### src/rtl/dm_cache_wt.sv
// dm_cache_wt: direct-mapped, write-through, no-write-allocate byte cache.
//
// 64 lines x 4 bytes. Read hits return data combinationally in the same
// cycle. A read miss fetches the whole line from memory and then hits on
// the cycle after the refill. Every byte write goes straight to memory
// through a registered port, and also patches the cached byte on a hit.
//
// Ports:
//   clk, reset        clock; synchronous active-high reset
//   addr_from_cpu     byte address (tag | index | offset)
//   rreq_from_cpu     read request, level, held until hit_to_cpu
//   wreq_from_cpu     write request, level (wins over a concurrent read)
//   wdata_from_cpu    write byte
//   rdata_to_cpu      read byte, 0 unless hit_to_cpu
//   hit_to_cpu        lookup hit / request complete (IDLE only)
//   rreq_to_mem       one-cycle line read request
//   raddr_to_mem      line-aligned read address
//   rdata_from_mem    refill line, byte 0 in bits [7:0]
//   rvalid_from_mem   refill data valid, one cycle
//   wreq_to_mem       registered byte write request
//   waddr_to_mem      byte write address
//   wdata_to_mem      byte write data
module dm_cache_wt #(
  parameter int ADDR_W  = 13,
  parameter int INDEX_W = 6
) (
  input  logic              clk,
  input  logic              reset,
  input  logic [ADDR_W-1:0] addr_from_cpu,
  input  logic              rreq_from_cpu,
  input  logic              wreq_from_cpu,
  input  logic [7:0]        wdata_from_cpu,
  output logic [7:0]        rdata_to_cpu,
  output logic              hit_to_cpu,
  output logic              rreq_to_mem,
  output logic [ADDR_W-1:0] raddr_to_mem,
  input  logic [31:0]       rdata_from_mem,
  input  logic              rvalid_from_mem,
  output logic              wreq_to_mem,
  output logic [ADDR_W-1:0] waddr_to_mem,
  output logic [7:0]        wdata_to_mem
);

  localparam int TAG_W = ADDR_W - INDEX_W - 2;
  localparam int LINES = 1 << INDEX_W;

  typedef enum logic [1:0] {
    IDLE,
    MISS_REQ,
    MISS_WAIT,
    REFILL
  } state_t;

  state_t state, state_next;

  logic [LINES-1:0] valid;
  logic [TAG_W-1:0] tag_array  [LINES];
  logic [31:0]      data_array [LINES];

  // Line being refilled, latched when the miss is detected.
  logic [TAG_W-1:0]   miss_tag;
  logic [INDEX_W-1:0] miss_index;
  logic [31:0]        refill_data;

  logic [TAG_W-1:0]   req_tag;
  logic [INDEX_W-1:0] req_index;
  logic [1:0]         req_offset;
  logic [31:0]        req_line;
  logic               in_idle;
  logic               lookup_hit;
  logic               start_miss;
  logic               issue_write;

  assign req_tag    = addr_from_cpu[ADDR_W-1 -: TAG_W];
  assign req_index  = addr_from_cpu[INDEX_W+1:2];
  assign req_offset = addr_from_cpu[1:0];
  assign req_line   = data_array[req_index];

  assign in_idle     = (state == IDLE);
  assign lookup_hit  = valid[req_index] && (tag_array[req_index] == req_tag);
  // A concurrent write takes priority, so a read only misses when alone.
  assign start_miss  = in_idle && rreq_from_cpu && !wreq_from_cpu && !lookup_hit;
  assign issue_write = in_idle && wreq_from_cpu;

  // Lookup outputs are forced low during reset, even if the arrays hold junk.
  assign hit_to_cpu   = !reset && in_idle && (rreq_from_cpu || wreq_from_cpu) && lookup_hit;
  assign rdata_to_cpu = hit_to_cpu ? req_line[{req_offset, 3'b000} +: 8] : 8'h00;

  // MISS_REQ lasts exactly one cycle, so this is a single-cycle pulse.
  assign rreq_to_mem  = !reset && (state == MISS_REQ);
  assign raddr_to_mem = {miss_tag, miss_index, 2'b00};

  always_comb begin
    // NOTE: default first so every path assigns state_next and no latch is inferred.
    state_next = state;
    unique case (state)
      IDLE:      if (start_miss)      state_next = MISS_REQ;
      MISS_REQ:                       state_next = MISS_WAIT;
      MISS_WAIT: if (rvalid_from_mem) state_next = REFILL;
      REFILL:                         state_next = IDLE;
      default:                        state_next = IDLE;
    endcase
  end

  // Control state: FSM, valid bits, miss line address and the write port.
  always_ff @(posedge clk) begin
    // NOTE: non-blocking assignments so every register samples pre-edge values.
    if (reset) begin
      state        <= IDLE;
      valid        <= '0;
      miss_tag     <= '0;
      miss_index   <= '0;
      wreq_to_mem  <= 1'b0;
      waddr_to_mem <= '0;
      wdata_to_mem <= 8'h00;
    end else begin
      state       <= state_next;
      wreq_to_mem <= issue_write;
      if (issue_write) begin
        waddr_to_mem <= addr_from_cpu;
        wdata_to_mem <= wdata_from_cpu;
      end
      if (start_miss) begin
        miss_tag   <= req_tag;
        miss_index <= req_index;
      end
      if (state == REFILL) valid[miss_index] <= 1'b1;
    end
  end

  // Storage arrays and the refill holding register.
  // NOTE: no reset here; cleared valid bits make the stale contents unreachable.
  always_ff @(posedge clk) begin
    if (state == MISS_WAIT && rvalid_from_mem) refill_data <= rdata_from_mem;
    if (state == REFILL) begin
      tag_array[miss_index]  <= miss_tag;
      data_array[miss_index] <= refill_data;
    end else if (issue_write && lookup_hit) begin
      data_array[req_index][{req_offset, 3'b000} +: 8] <= wdata_from_cpu;
    end
  end

endmodule

### config.mk
export PLATFORM = sky130hd
export DESIGN_NAME = dm_cache_wt
export DESIGN_NICKNAME = d
export VERILOG_FILES = /design/src/rtl/dm_cache_wt.sv
export SDC_FILE = /design/constraint.sdc
export NUM_CORES = 2
export LEC_CHECK = 0
export CAP_MARGIN = 20
export CORE_AREA = 2 2 366 549
export CTS_BUF_LIST = sky130_fd_sc_hd__clkbuf_4
export DETAILED_ROUTE_END_ITERATION = 8
export DIE_AREA = 0 0 368 551
export HOLD_SLACK_MARGIN = 0.1
export PLACE_DENSITY = 0.65
export SLEW_MARGIN = 0
export SYNTH_ARGS = -nofsm -noshare
export SYNTH_HDL_FRONTEND = slang
export SYNTH_SLANG_ARGS = --single-unit
### constraint.sdc
create_clock -name clk -period 18.1 [get_ports clk]
set_input_delay 3.62 -clock clk [delete_from_list [all_inputs] [get_ports clk]]
set_output_delay 3.62 -clock clk [all_outputs]
set_load 0.005 [all_outputs]
==> out/results.tsv <==
metric	value	unit
cell depth of the worst min-delay path	2	
Post-synth EDFFs	2400	
max-slew headroom at the worst pin	17.5	%
critical hold path startpoint	wdata_to_mem[4]$_SDFFE_PP0P_	
routed len/inst	30.3	um
buffer and inverter count on the worst path	4	
initial DRC count	5075	
H-tree Lvls	6	
delay of the slowest cell on the worst path	0.91	ns
layout cell share with drive strength beyond 1	32.6	%
final HPWL from detailed placement	160000	um
Final Max Slew Viols	0	
I/O Buffers	100	
Flop pwr share	54.8	%
post-synth top area cell	sky130_fd_sc_hd__edfxtp_1	
first-pass GRT wire length	362000	um
worst path arrival time	9.06	ns
max-cap viol count	0	
flop and latch count out of synthesis	2499	
clock-pin slew reported for the worst setup and hold paths after clock tree synthesis	0.06	ns
layout-stage area growth over the synthesis result	12.5	%
critical path required time	14.48	ns
number of nets in the layout	5359	
worst-skew pair later-pin latency	1.29	ns
number of setup buffers added after CTS	0	
largest cells by area after synthesis	sky130_fd_sc_hd__edfxtp_1, sky130_fd_sc_hd__mux4_2, sky130_fd_sc_hd__nor2_1, sky130_fd_sc_hd__dfxtp_1, sky130_fd_sc_hd__mux2i_1	
largest net degree at the start of global routing	156	
count of hold buffers inserted by post-cts repair	0	
status	finished, final reports clean	
fill cell instance count of the final layout	15210	
Async SR Flop Fraction	0	%
vias per cell	6.01	
Hold WC Path Type	register to register	
average footprint of a synthesized cell	20.8	um2
std cell rows	200	
maximum achievable frequency	0.0789	GHz
startpoint types	primary input	
Crit Reg-Reg Endpoint	data_array[23][16]$_DFFE_PP_	
clk root buf	sky130_fd_sc_hd__clkbuf_4	
Worst Path Max Fanout	67	
reported net switching power	2730	uW
number of iterations in the first detailed-routing pass	6	
static leakage	0.0349	uW
initial cell density of the core	49.7	%
total clock buffers created by CTS	585	
setup-violating endpoint count in the final report	0	
Vias	50106	
minimum clock period after layout	12.68	ns
Max rail drop VDD	0.0000847	V
Top delay family on crit path	buffers and inverters	
hold worst-path end	wdata_to_mem[4]$_SDFFE_PP0P_	
transition time at the pin with the least slew margin	1.20	ns
Post-DRT Antenna Nets	0	
fraction of the yosys area taken by sequential cells	75.3	%
crit end category	output port	
portion of synthesized cell area occupied by the leading cell type	73.3	%
post-route clock period utilization	70.0	%
initial antenna violation count	9	
Residual DRC	0	
number of cells on the worst reg-to-reg path	10	
worst flop-to-flop path startpoint	tag_array[21][4]$_DFFE_PP_	
maximum count of clock buffers along a single path	4	
total clock sinks	2499	
GP Congestion	0.848	
Clk pwr share	38.1	%
residual overflow from global routing	0	
setup slack on the worst flop-to-flop path	12.37	ns
most common cell after layout, fill and taps aside	sky130_fd_sc_hd__edfxtp_1	
type of the worst setup path	primary input to output port	
Cells after Synth	4719	
combined area of all synthesized cells	0.0983	mm2
setup repair after global routing missed its margin	no	
standard cell core area	0.198	mm2
Routed WL	253000	um
cell type with the highest occurrence count on the critical path	sky130_fd_sc_hd__mux4_2	
commonest non-fill, non-tap cells in the layout	sky130_fd_sc_hd__edfxtp_1, sky130_fd_sc_hd__clkbuf_4, sky130_fd_sc_hd__mux4_2	
final hold violation count	0	
warnings from Yosys	0	
full die area	0.203	mm2
Cell variety after synth	57	
final sum of negative setup slack	0	ns
Top Ports	103	
Max stage delay cell, worst path	sky130_fd_sc_hd__buf_4	
number of global-route vias before repair	52326	
clk_skew	0.0926	ns
overall die height	551	um
GRT Total Usage	25.0	%
Internal Pwr Total	9080	uW
total power per unit cell area	107	mW/mm2
share of total power consumed by net switching	23.1	%
chain of cells forming the critical path	buf_8, buf_4, buf_4, mux4_2, mux4_2, mux4_2, mux4_2, and3_1, clkdlybuf4s50_1	
post-layout util	55.9	%
most instantiated flip-flop cell in the synthesis netlist	sky130_fd_sc_hd__edfxtp_1	
number of resized instances in the post-cts repair step	0	
Comb pwr share	7.1	%
CTS tree	done	
die width	368	um
## metal layers
metal,global-route usage (%),share of wire (%),up-vias,wire (um)
met5,0,0.015,-,38
met4,11.8,4.7,6,12000
met3,4.50,7.7,554,19400
met2,44.1,53,2538,134000
met1,29.8,35,26142,87400
li1,-,-,20866,-
## logic make-up (layout without fill, tap and decap cells)
kind of cell | count (synthesis) | after routing | synth area share, %
multiplexers | 910 | 910 | 18.6
buffers and inverters | 331 | 1311 | 1.53
adder cells (fa/ha/maj) | 9 | 9 | 0.115
AO/OA/AOI/OAI | 129 | 129 | 0.831
flip-flops | 2499 | 2499 | 75.3
other | 1 | 14 | 0.00382
AND/OR/NAND/NOR | 840 | 840 | 3.58
## worst reg2reg max path, cell delays in order, from the launching register on
cell and delay (ns):
sky130_fd_sc_hd__edfxtp_1 0.37, sky130_fd_sc_hd__mux4_2 0.47, sky130_fd_sc_hd__mux2i_1 0.43, sky130_fd_sc_hd__o22ai_1 0.15, sky130_fd_sc_hd__a211o_1 0.27, sky130_fd_sc_hd__or3_1 0.36
sky130_fd_sc_hd__a211o_1 0.41, sky130_fd_sc_hd__nor4_2 0.41, sky130_fd_sc_hd__buf_12 0.73, sky130_fd_sc_hd__mux2i_2 1.11, sky130_fd_sc_hd__nor2_1 0.56
## synthesized netlist by cell type, drive strengths merged, types with 8 or more instances
cell type and count:
and2 8, a21oi 33, clkbuf 141, nand3b 11
nor2 601, edfxtp 2400, nand3 57, dfxtp 99
inv 48, mux4 733, o21ai 33, buf 141
nor2b 15, nor3 8, and3 11, mux2i 174
nand2 88, ha 9, a22oi 28, or3b 8
## layout make-up
class                      count  area (um2)  share of cell area (%)
clock buffer                 821        6160                    5.57
clock inverter               174        1180                    1.07
inverter                      49         184                   0.166
sequential                  2499       74100                    67.0
antenna                       12        30.0                  0.0272
timing repair buffer         267        2420                    2.19
tap                         2626        3290                    2.97
multi-input combinational   1890       23200                    21.0
## worst max-delay path by stage
stage                            endpoint  depth (start not counted)  slack (ns)              from
after CTS                 rdata_to_cpu[2]                          9        5.26  addr_from_cpu[2]
after detailed placement  rdata_to_cpu[2]                          9        5.27  addr_from_cpu[2]
after global routing      rdata_to_cpu[2]                          9        5.10  addr_from_cpu[2]
after global placement    rdata_to_cpu[2]                          9        5.29  addr_from_cpu[2]
after floorplan           rdata_to_cpu[0]                         10        7.50  addr_from_cpu[4]
final                     rdata_to_cpu[2]                          9        5.42  addr_from_cpu[2]
## power groups by stage
stage	registers (uW)	logic, uW	clock network, uW
2_1_floorplan	6630	473	0
3_3_place_gp	6610	815	0
3_5_place_dp	6610	832	0
5_1_grt	6480	884	4870
4_1_cts	6480	833	4590
6_report	6480	839	4500
## flip-flops by register name, indices dropped and copies added (netlist names)
name and count:
data_array 2048, tag_array 320, valid 64, refill_data 32, waddr_to_mem 13, wdata_to_mem 8, miss_index 6, miss_tag 5
state 2, wreq_to_mem 1
## per-stage QoR
stage / power, uW / area, um2 / cells / setup slack, ns / hold slack, ns
global placement: 7420 / 103000 / 7294 / 5.29 / 0.444
CTS: 11900 / 110000 / 8311 / 5.26 / 0.460
detailed placement: 7440 / 103000 / 7316 / 5.27 / 0.450
floorplan: 7100 / 98300 / 4720 / 7.50 / 0.435
finish: 11800 / 111000 / 8338 / 5.42 / 0.458
global route: 12200 / 111000 / 8335 / 5.10 / 0.477
(Power assumes the default switching activity.)
